--- config.mk ---
export PLATFORM = sky130hd
export DESIGN_NAME = stream_downsizer
export DESIGN_NICKNAME = d
export VERILOG_FILES = /design/src/rtl/stream_downsizer_pkg.sv /design/src/rtl/stream_downsizer.sv
export SDC_FILE = /design/constraint.sdc
export NUM_CORES = 1
export LEC_CHECK = 0
export CORE_MARGIN = 4
export CORE_UTILIZATION = 50
export DETAILED_ROUTE_END_ITERATION = 6
export PLACE_DENSITY = 0.86
export SETUP_SLACK_MARGIN = 0.1
export SYNTH_ARGS = -nofsm -noshare
export SYNTH_HDL_FRONTEND = slang
export SYNTH_SLANG_ARGS = --single-unit
export TNS_END_PERCENT = 10
--- constraint.sdc ---
create_clock -name clk_i -period 3.7 [get_ports clk_i]
set_input_delay 0.74 -clock clk_i [delete_from_list [all_inputs] [get_ports clk_i]]
set_output_delay 0.74 -clock clk_i [all_outputs]
set_load 0.1 [all_outputs]
--- src/rtl/stream_downsizer_pkg.sv ---
// Shared types for the stream_downsizer read-side serializer.
package stream_downsizer_pkg;

  // IDLE: no word held. SERIAL: a word is held and its beats are being emitted.
  typedef enum logic {
    IDLE,
    SERIAL
  } state_e;

endpackage : stream_downsizer_pkg

--- src/rtl/stream_downsizer.sv ---
// stream_downsizer: pops wide words from a fifo_v3 pop/empty port and emits each one as RATIO
// narrow beats on a valid/ready stream, LSB beat first, with last_o on the final beat.
// A new word is popped on the last beat's handshake, so back-to-back words stream without bubbles.
// Optional feature: define STREAM_DOWNSIZER_PARITY_EN to add parity_o (even parity of data_o).
module stream_downsizer
  import stream_downsizer_pkg::*;
#(
  parameter int unsigned IN_WIDTH  = 32,
  parameter int unsigned OUT_WIDTH = 8
) (
  input  logic                 clk_i,
  input  logic                 rst_ni,
  input  logic                 flush_i,
  input  logic [IN_WIDTH-1:0]  fifo_data_i,
  input  logic                 fifo_empty_i,
  output logic                 fifo_pop_o,
  output logic                 valid_o,
  input  logic                 ready_i,
  output logic [OUT_WIDTH-1:0] data_o,
  output logic                 last_o,
`ifdef STREAM_DOWNSIZER_PARITY_EN
  output logic                 parity_o,
`endif
  output logic                 busy_o
);

  localparam int unsigned RATIO     = IN_WIDTH / OUT_WIDTH;
  localparam int unsigned CNT_WIDTH = (RATIO > 1) ? $clog2(RATIO) : 1;
  localparam logic [CNT_WIDTH-1:0] LAST_CNT = CNT_WIDTH'(RATIO - 1);

  state_e                state_q, state_d;
  logic [IN_WIDTH-1:0]   word_q, word_d;
  logic [CNT_WIDTH-1:0]  cnt_q, cnt_d;
  logic                  handshake;
  logic [OUT_WIDTH-1:0]  beat;

  // Beat select: explicit compare per slot keeps non-power-of-2 ratios in range.
  always_comb begin
    beat = '0;
    for (int unsigned i = 0; i < RATIO; i++) begin
      if (cnt_q == CNT_WIDTH'(i)) begin
        beat = word_q[i*OUT_WIDTH +: OUT_WIDTH];
      end
    end
  end

  // Stream outputs and the FIFO pop; pop is suppressed by flush and never issued while empty.
  always_comb begin
    valid_o    = (state_q == SERIAL);
    data_o     = beat;
    last_o     = valid_o & (cnt_q == LAST_CNT);
    busy_o     = (state_q != IDLE);
    handshake  = valid_o & ready_i;
    fifo_pop_o = ~flush_i & ~fifo_empty_i & ((state_q == IDLE) | (handshake & last_o));
  end

`ifdef STREAM_DOWNSIZER_PARITY_EN
  // Parity only meaningful alongside valid_o; held low otherwise.
  always_comb begin
    parity_o = valid_o & (^data_o);
  end
`endif

  // Next-state: flush wins; otherwise advance the beat counter or reload on the last beat.
  always_comb begin
    state_d = state_q;
    word_d  = word_q;
    cnt_d   = cnt_q;
    if (flush_i) begin
      state_d = IDLE;
      cnt_d   = '0;
    end else begin
      unique case (state_q)
        IDLE: begin
          if (fifo_pop_o) begin
            state_d = SERIAL;
            word_d  = fifo_data_i;
            cnt_d   = '0;
          end
        end
        SERIAL: begin
          if (handshake) begin
            if (!last_o) begin
              cnt_d = cnt_q + 1'b1;
            end else if (fifo_pop_o) begin
              word_d = fifo_data_i;
              cnt_d  = '0;
            end else begin
              state_d = IDLE;
            end
          end
        end
        default: state_d = IDLE;
      endcase
    end
  end

  // State, held word and beat counter.
  always_ff @(posedge clk_i or negedge rst_ni) begin
    if (!rst_ni) begin
      state_q <= IDLE;
      word_q  <= '0;
      cnt_q   <= '0;
    end else begin
      state_q <= state_d;
      word_q  <= word_d;
      cnt_q   <= cnt_d;
    end
  end

  // Interface invariants.
  a_no_pop_when_empty : assert property (@(posedge clk_i) disable iff (!rst_ni)
    fifo_pop_o |-> !fifo_empty_i);
  a_valid_stable : assert property (@(posedge clk_i) disable iff (!rst_ni)
    (valid_o && !ready_i && !flush_i) |=> (valid_o && $stable(data_o) && $stable(last_o)));
  a_cnt_range : assert property (@(posedge clk_i) disable iff (!rst_ni)
    cnt_q <= LAST_CNT);

endmodule : stream_downsizer

* Word level (Yosys, flattened, before mapping)
Index checks and enable logic that the tools add are counted.
** Storage, ports and cells
- Bits in registers :: 35
- Input bits :: 37
- Output and inout port bits :: 12
- Word-level logic and storage cells :: 39
** Operators by class
- $add $sub $neg :: 1
- Eq/ne operators :: 6
- Multiplexer cells :: 18
- Bitwise operators :: 9
- Reductions and logical operators :: 2
** Operators with widths (count)
- $mux 32 :: 3
- $pmux 32 s2 :: 1
- $mux 8 :: 4
- $mux 2 :: 4
- $and 1x1->1 :: 5
- $eq 2x2->1 const B :: 2
- $mux 1 :: 4
- $pmux 2 s2 :: 1
- $ne 3x2->1 const B :: 1
- $not 1->1 :: 3
- $reduce_and 3->1 :: 1
- $add 2x1->2 const B :: 1
- $eq 2x1->1 const B :: 1
- $logic_not 2->1 :: 1
- $ne 2x1->1 const B :: 1
- $ne 2x2->1 const B :: 1
- $pmux 1 s2 :: 1
- $or 1x1->1 :: 1

* Logic depth before layout (Yosys ltp)
Gate-level depths: netlist (run 1).
- Depth in word-level cells :: 10
- Depth in mapped cells :: 6

* Worst setup path after synthesis (run 1)
Ideal clock, no wire load.
- Path type :: register to output
- Start point :: register cnt_q[0]
- End point :: output port data_o[6]
- Arrival time :: 3.364 ns
- Required time :: 2.960 ns
- Slack :: -0.404 ns
- Cell stages (with the launch flop) :: 6
- Buffers on the path :: 1
- Cell sequence :: dfrtp_1 > inv_1 > ha_1 > clkbuf_1 > a221oi_1 > o31ai_1
** Between the ends
- Word-level cells in the longest chain between the ends :: 5
** Ends and longest elaborated chain
- from (decl) :: line stream_downsizer.sv:33 : logic [CNT_WIDTH-1:0] cnt_q, cnt_d;
- from (signal assigned) :: line stream_downsizer.sv:107 : cnt_q <= cnt_d;
- $logic_not 2->1 :: line stream_downsizer.sv:41 : if (cnt_q == CNT_WIDTH'(i)) begin
- $mux 8 (3 in series) :: line stream_downsizer.sv:41
- $mux 8 * :: line stream_downsizer.sv:41
- to (decl) :: line stream_downsizer.sv:19 : output logic [OUT_WIDTH-1:0] data_o,
Every way passes the cells marked *; elsewhere a longest branch is shown, timed or not.

* Worst setup path in the final report (run 1)
- Start point :: register cnt_q[0]
- End point :: output port fifo_pop_o
** Between the ends
- Word-level cells in the longest chain between the ends :: 5
** Ends and longest elaborated chain
- $eq 2x2->1 :: line stream_downsizer.sv:51 : last_o = valid_o & (cnt_q == LAST_CNT);
- $and 1x1->1 :: line stream_downsizer.sv:51
- $and 1x1->1 :: line stream_downsizer.sv:54 : fifo_pop_o = ~flush_i & ~fifo_empty_i & ((state_q == IDLE) | (handshake & last_o));
- $or 1x1->1 :: line stream_downsizer.sv:54
- $and 1x1->1 :: line stream_downsizer.sv:54
- to (decl) :: line stream_downsizer.sv:16 : output logic fifo_pop_o,
No other way between the ends.

==> results of run 1 <==
-- through the flow --
step | power (W) | instances | setup TNS (ps) | area (sq um) | setup slack, ps
final | 0.00119 | 239 | 0 | 2360 | 647
after global routing | 0.00123 | 239 | 0 | 2360 | 511
after CTS | 0.00119 | 239 | 0 | 2360 | 645
after detailed placement | 0.000948 | 231 | 0 | 2300 | 902
after global placement | 0.000935 | 231 | 0 | 2300 | 933
after floorplan | 0.000826 | 144 | -404 | 1820 | -404
-- power by group through the flow --
stage | sequential, W | combinational, W | clock (W)
after floorplan | 0.000491 | 0.000335 | 0
after global placement | 0.000495 | 0.000440 | 0
after detailed placement | 0.000501 | 0.000448 | 0
after CTS | 0.000494 | 0.000451 | 0.000243
after global routing | 0.000502 | 0.000469 | 0.000258
final | 0.000495 | 0.000448 | 0.000242
-- sequential cells by signal, indices dropped and copies added (netlist names) --
signal / cells
word_q: 32
busy_o: 1
cnt_q: 2
-- layer usage --
layer / global-route usage, % / vias to the layer above / share of wire (%)
met5: 0 / - / 0
met2: 33.1 / 40 / 51
met3: 6.40 / 10 / 6.4
met4: 9.18 / 0 / 2.4
met1: 21.8 / 619 / 41
li1: - / 602 / -
-- final cells by class --
class | count | area, sq um
clock buffers | 8 | 68.8
well taps | 46 | 57.6
inverters | 9 | 33.8
repair buffers | 50 | 483
fillers | 249 | 1050
multi-input cells | 91 | 846
flip-flops and latches | 35 | 876
-- cells in the mapped netlist --
cell / number
a211o_1: 1
a211oi_1: 1
a21oi_1: 14
a221oi_1: 2
a22o_1: 6
and2_1: 1
and2b_1: 1
buf_4: 1
buf_6: 4
clkbuf_1: 4
dfrtp_1: 35
ha_1: 4
inv_1: 9
mux2_2: 3
mux2_4: 29
nand2_1: 11
nand2b_1: 1
nand3_1: 1
nand3b_1: 1
nor2b_1: 3
nor3b_1: 1
o21ai_0: 8
o31ai_1: 2
o32ai_1: 1
-- logic make-up after synthesis --
group / count (synthesis)
AOI/OAI and AO/OA: 35
buffers and inverters: 18
adders and majority gates: 4
muxes: 32
and+or+nand+nor: 20
DFF: 35
-- worst max-delay path: cells and delay by family, from the launching register on --
kind	cells	cell delay, ps
flops	1	450
buf+inv	2	280
compound gates	1	390
fa+ha+maj	1	660
simple gates	1	190
-- how the worst max path moves through the flow --
stage                  to  slack [ps]  depth (start not counted)  startpoint
2_1_floorplan   data_o[7]        -400                          5    cnt_q[0]
5_1_grt        fifo_pop_o         510                          5    cnt_q[0]
4_1_cts        fifo_pop_o         640                          5    cnt_q[0]
6_report       fifo_pop_o         650                          5    cnt_q[0]
3_5_place_dp   fifo_pop_o         900                          5     ready_i
3_3_place_gp   fifo_pop_o         930                          5     ready_i
-- cells in the final DEF, fill, tap and decap left out --
| master | instances |
|---|---|
| inv_1 | 9 |
| a221oi_1 | 2 |
| o32ai_1 | 1 |
| and2b_1 | 1 |
| nand2b_1 | 1 |
| mux2_2 | 3 |
| a211o_2 | 1 |
| clkdlybuf4s50_1 | 38 |
| dfrtp_1 | 35 |
| o21ai_0 | 8 |
| a21oi_1 | 14 |
| buf_4 | 11 |
| o31ai_2 | 1 |
| ha_1 | 4 |
| mux2_4 | 29 |
| and2_1 | 1 |
| nor2b_1 | 3 |
| nor3b_1 | 1 |
| nand3b_1 | 1 |
| o31ai_1 | 1 |
| a22o_1 | 6 |
| clkbuf_1 | 1 |
| clkbuf_4 | 5 |
| clkbuf_8 | 2 |
| nand3_1 | 1 |
| nand2_1 | 11 |
| buf_12 | 1 |
| a211oi_1 | 1 |
==> impl_metrics.yaml, run 1 <==
finish:
  post-route-util_pct: 69.2
  drive_above_1_share_pct: 27.5
  final_net_count: 233
  n_antenna_cell: 0
  area_delta_synth_final_pct: 30.2
power_and_ir_drop:
  power.share.sequential_pct: 41.8
  internal-power_w: 0.000746
  switching_power_w: 0.000439
  ir_drop_mv: 0.217
  switching_share_pct: 37.1
  p_leak_nw: 1.13
  clockPowerShare_pct: 20.4
  p_per_area_mw_per_mm2: 501
  combPwrFrac_pct: 37.8
clocking:
  clk_pin_slew_worst_paths_ps: 90
  cts_root_buf: "clkbuf_4"
  post_cts_buffers: 0
  htree_levels: 2
  clock_latency_ps: 360
  ctsHoldBuffers: 0
  clockBufferDepth: 2
  cts_made_buffers: 5
  cts_tree: "yes"
  clock-sinks: 35
  cts.repair.resized: 0
yosys:
  yosysTopAreaCell: "dfrtp_1"
  syn_avg_cell_area_sq_um: 12.6
  netlist.area_leader.share_pct: 48.2
  ys_ff_latch: 35
  synth-compound-area-share_pct: 12.1
  synthSimpleGateAreaFrac_pct: 5.51
  synth_warnings: 0
  synth_fa_ha_area_share_pct: 2.75
  ys_types: 24
  synthCells: 144
  synthesis.nets: 185
  synth-xor-area-share_pct: 0
  synth.area.mux_share_pct: 25.8
  ys_top_cells_by_area: "dfrtp_1 (48%), mux2_4 (24%), a21oi_1 (3.9%)"
  synth_top_family_by_area: "multiplexers"
  seq_area_frac_synth_pct: 48.2
  syn_area_sq_mm: 0.00182
route:
  drc: 0
  via_count: 1271
  firstDrtPassIters: 4
  drtAntennaViolNets: 0
  routed_wl_um: 4150
  viasPerCell: 5.32
  dr.first_iter.drc_count: 96
  wl_per_cell_um: 17.4
worst_setup_path:
  critPathKind: "reg -> out"
  crit_arrival_ps: 2310
  required_ps: 2960
  r2r_setup_slack_ps: 1210
  crit_slowest_cell: "ha_1"
  worstSetupStartpointType: "register"
  cp-end-kind: "output port"
  r2r_end: "word_q[29]"
  cpPeakStageDelay_ps: 660
  worstPathCellList: "ha_1 -> nand2_1 -> a211o_2 -> inv_1 -> buf_12"
  cp_max_fo: 22
  reg2reg_depth: 5
  r2r_start: "cnt_q[0]"
timing:
  min_period_ps: 3050
  finalSetupViolCount: 0
  clock_skew_ps: 18.8
  drv_slew: 0
  hold_viol: 0
  fin_worst_hold_slack_ps: 519
  maxSlewHeadroom_pct: 35.3
  rsz0062_at_grt: "false"
  period_share_pct: 82.5
  fmax_mhz: 328
  worstMarginPinSlew_ps: 967
grt:
  overflow: 0
  grt_pass1_vias: 1360
  grt_pass1_wl_um: 6400
  grt_usage_pct: 19.4
  grt_max_degree: 36
  antenna_found_initial: 0
place:
  globalplace.congestion: 0.749
  hpwl_um: 2930
  io_buffers: 48
die:
  start_util_pct: 53.2
  dieHeight_um: 68.3
  die_w_um: 68.3
  core_area_sq_mm: 0.00342
  dieArea_sq_mm: 0.00466
  io_pins: 49
  rows: 21
outcome:
  status: "completed"
flow_run:
  cap_violations: 0
worst_hold_path:
  min_path_cells: 1
  min_from: "word_q[1]"
  holdPathEnd: "word_q[1]"
  holdCritPathClass: "reg -> reg"
Power figures use the tool's default switching activity.
==> inputs of run 2 (changes only) <==
--- a/config.mk
+++ b/config.mk
@@ -6,9 +6,9 @@
 export NUM_CORES = 1
 export LEC_CHECK = 0
 export CORE_MARGIN = 4
-export CORE_UTILIZATION = 50
+export CORE_UTILIZATION = 48
 export DETAILED_ROUTE_END_ITERATION = 6
-export PLACE_DENSITY = 0.86
+export PLACE_DENSITY = 0.83
 export SETUP_SLACK_MARGIN = 0.1
 export SYNTH_ARGS = -nofsm -noshare
 export SYNTH_HDL_FRONTEND = slang
==> constraint.sdc (replaced) <==
create_clock -name clk_i -period 3.1 [get_ports clk_i]
set_input_delay 0.62 -clock clk_i [delete_from_list [all_inputs] [get_ports clk_i]]
set_output_delay 0.62 -clock clk_i [all_outputs]
set_load 0.1 [all_outputs]
==> run 2 against run 1 <==
Global-route usage shrank 2.7 points. Routed wire length decreased by 7.2%. First-iteration DRC count decreased by 19%. Die area increased by 3.7%. Worst setup slack got worse by 270 ps. Total power increased by 23%. Largest cell class unchanged. Largest power group unchanged.
==> impl_metrics.yaml, run 2 (synthesized netlist as in run 1, its figures left out) <==
outcome:
  status: "completed"
timing:
  fin_worst_hold_slack_ps: 512
  worstMarginPinSlew_ps: 596
  hold_viol: 0
  min_period_ps: 2720
  clock_skew_ps: 7.59
  drv_slew: 0
  period_share_pct: 87.7
  rsz0062_at_grt: "false"
  finalSetupViolCount: 0
  fmax_mhz: 368
  maxSlewHeadroom_pct: 60.3
finish:
  top_register: "word_q"
  final_net_count: 234
  area_delta_synth_final_pct: 33.4
  largest_reg_flops: 32
  post-route-util_pct: 66.2
  drive_above_1_share_pct: 29.9
  final_cell_mix: "clkdlybuf4s50_1 (36), dfrtp_1 (35), mux2_4 (29)"
  n_antenna_cell: 0
  layout_commonest_cell: "clkdlybuf4s50_1"
clocking:
  cts_made_buffers: 5
  clk_pin_slew_worst_paths_ps: 70
  cts_tree: "yes"
  post_cts_buffers: 0
  ctsHoldBuffers: 0
  cts_root_buf: "clkbuf_8"
  clock-sinks: 35
  clockBufferDepth: 2
  cts.repair.resized: 0
  htree_levels: 2
  clock_latency_ps: 280
grt:
  antenna_found_initial: 0
  grt_max_degree: 36
  overflow: 0
  grt_usage_pct: 16.7
  grt_pass1_vias: 1323
  grt_pass1_wl_um: 6390
worst_setup_path:
  cp-end-kind: "output port"
  worstSetupStartpointType: "register"
  required_ps: 2480
  critPathKind: "reg -> out"
  crit_slowest_cell: "ha_1"
  cp_max_fo: 16
  cpPeakStageDelay_ps: 540
  reg2reg_depth: 5
  crit_arrival_ps: 2100
  worstPathCellList: "inv_1 -> ha_1 -> a21oi_1 -> o21ai_0 -> a22o_1 -> buf_4"
power_and_ir_drop:
  p_leak_nw: 1.16
  p_per_area_mw_per_mm2: 600
  ir_drop_mv: 0.271
die:
  start_util_pct: 49.6
  die_w_um: 69.5
  rows: 22
  io_pins: 49
  core_area_sq_mm: 0.00366
  dieArea_sq_mm: 0.00483
  dieHeight_um: 69.5
route:
  routed_wl_um: 3850
  dr.first_iter.drc_count: 78
  drc: 0
  via_count: 1261
  drtAntennaViolNets: 0
  wl_per_cell_um: 15.9
  viasPerCell: 5.21
  firstDrtPassIters: 4
worst_hold_path:
  holdCritPathClass: "reg -> reg"
  min_path_cells: 1
place:
  globalplace.congestion: 0.811
  hpwl_um: 2800
  io_buffers: 48
flow_run:
  cap_violations: 0
## run 2: cell types whose count changed in the layout (fill, tap and decap cells not counted), sizes merged
cell,delta
buf,+3
clkbuf,-3
clkinv,+3
clkdlybuf4s50,-2
## run 2: worst paths after layout
path / slack [ps] / end / start
max in group asynchronous: 2040 / word_q[9] / rst_ni
min in group asynchronous: 750 / word_q[24] / rst_ni
min: 510 / word_q[17] / word_q[17]
max reg2reg: 1110 / word_q[1] / cnt_q[0]
min reg2reg: 510 / word_q[17] / word_q[17]
max: 380 / data_o[0] / cnt_q[0]
## run 2: power by group
part | switching, W | total [W] | internal [W]
clock network | 0.000157 | 0.000310 | 0.000153
logic | 0.000317 | 0.000555 | 0.000238
registers | 0.0000509 | 0.000589 | 0.000539
total | 0.000524 | 0.00145 | 0.000930
## run 2: cell type report
class / instances / area, sq um
fill: 284 / 1240
sequential: 35 / 876
multi-input combinational: 91 / 860
timing repair buffer: 51 / 510
clock buffer: 5 / 68.8
tap: 48 / 60.1
inverter: 9 / 33.8
clock inverter: 3 / 15.0
## run 2: critical path: cells and delay by family, from the launching register on
family	cells	cell delay [ps]
fa+ha+maj	1	540
flops	1	440
buf+inv	2	400
compound gates	3	440
## run 2: routing by layer
metal | up-vias | global-route usage [%] | share of wire (%)
li1 | 605 | - | -
met1 | 607 | 21.1 | 46
met2 | 43 | 25.5 | 47
met3 | 6 | 6.81 | 5.9
met4 | 0 | 6.29 | 1.2
met5 | - | 0 | 0
## run 2: per-stage QoR
| stage | total power [W] | TNS, ps | setup WS (ps) | cells | area [sq um] |
|---|---|---|---|---|---|
| 4_1_cts | 0.00147 | 0 | 391 | 242 | 2420 |
| 5_1_grt | 0.00152 | 0 | 212 | 242 | 2420 |
| 3_3_place_gp | 0.00114 | 0 | 613 | 234 | 2340 |
| 6_report | 0.00145 | 0 | 380 | 242 | 2420 |
| 3_5_place_dp | 0.00115 | 0 | 593 | 234 | 2340 |
| 2_1_floorplan | 0.000991 | -23.5 | -23.5 | 144 | 1840 |
==> inputs of run 3 (changes only) <==
--- a/config.mk
+++ b/config.mk
@@ -9,7 +9,6 @@
 export CORE_UTILIZATION = 48
 export DETAILED_ROUTE_END_ITERATION = 6
 export PLACE_DENSITY = 0.83
-export SETUP_SLACK_MARGIN = 0.1
 export SYNTH_ARGS = -nofsm -noshare
 export SYNTH_HDL_FRONTEND = slang
 export SYNTH_SLANG_ARGS = --single-unit
==> results of run 3 <==
Final layout, timing and power as in run 2 (identical DEF).
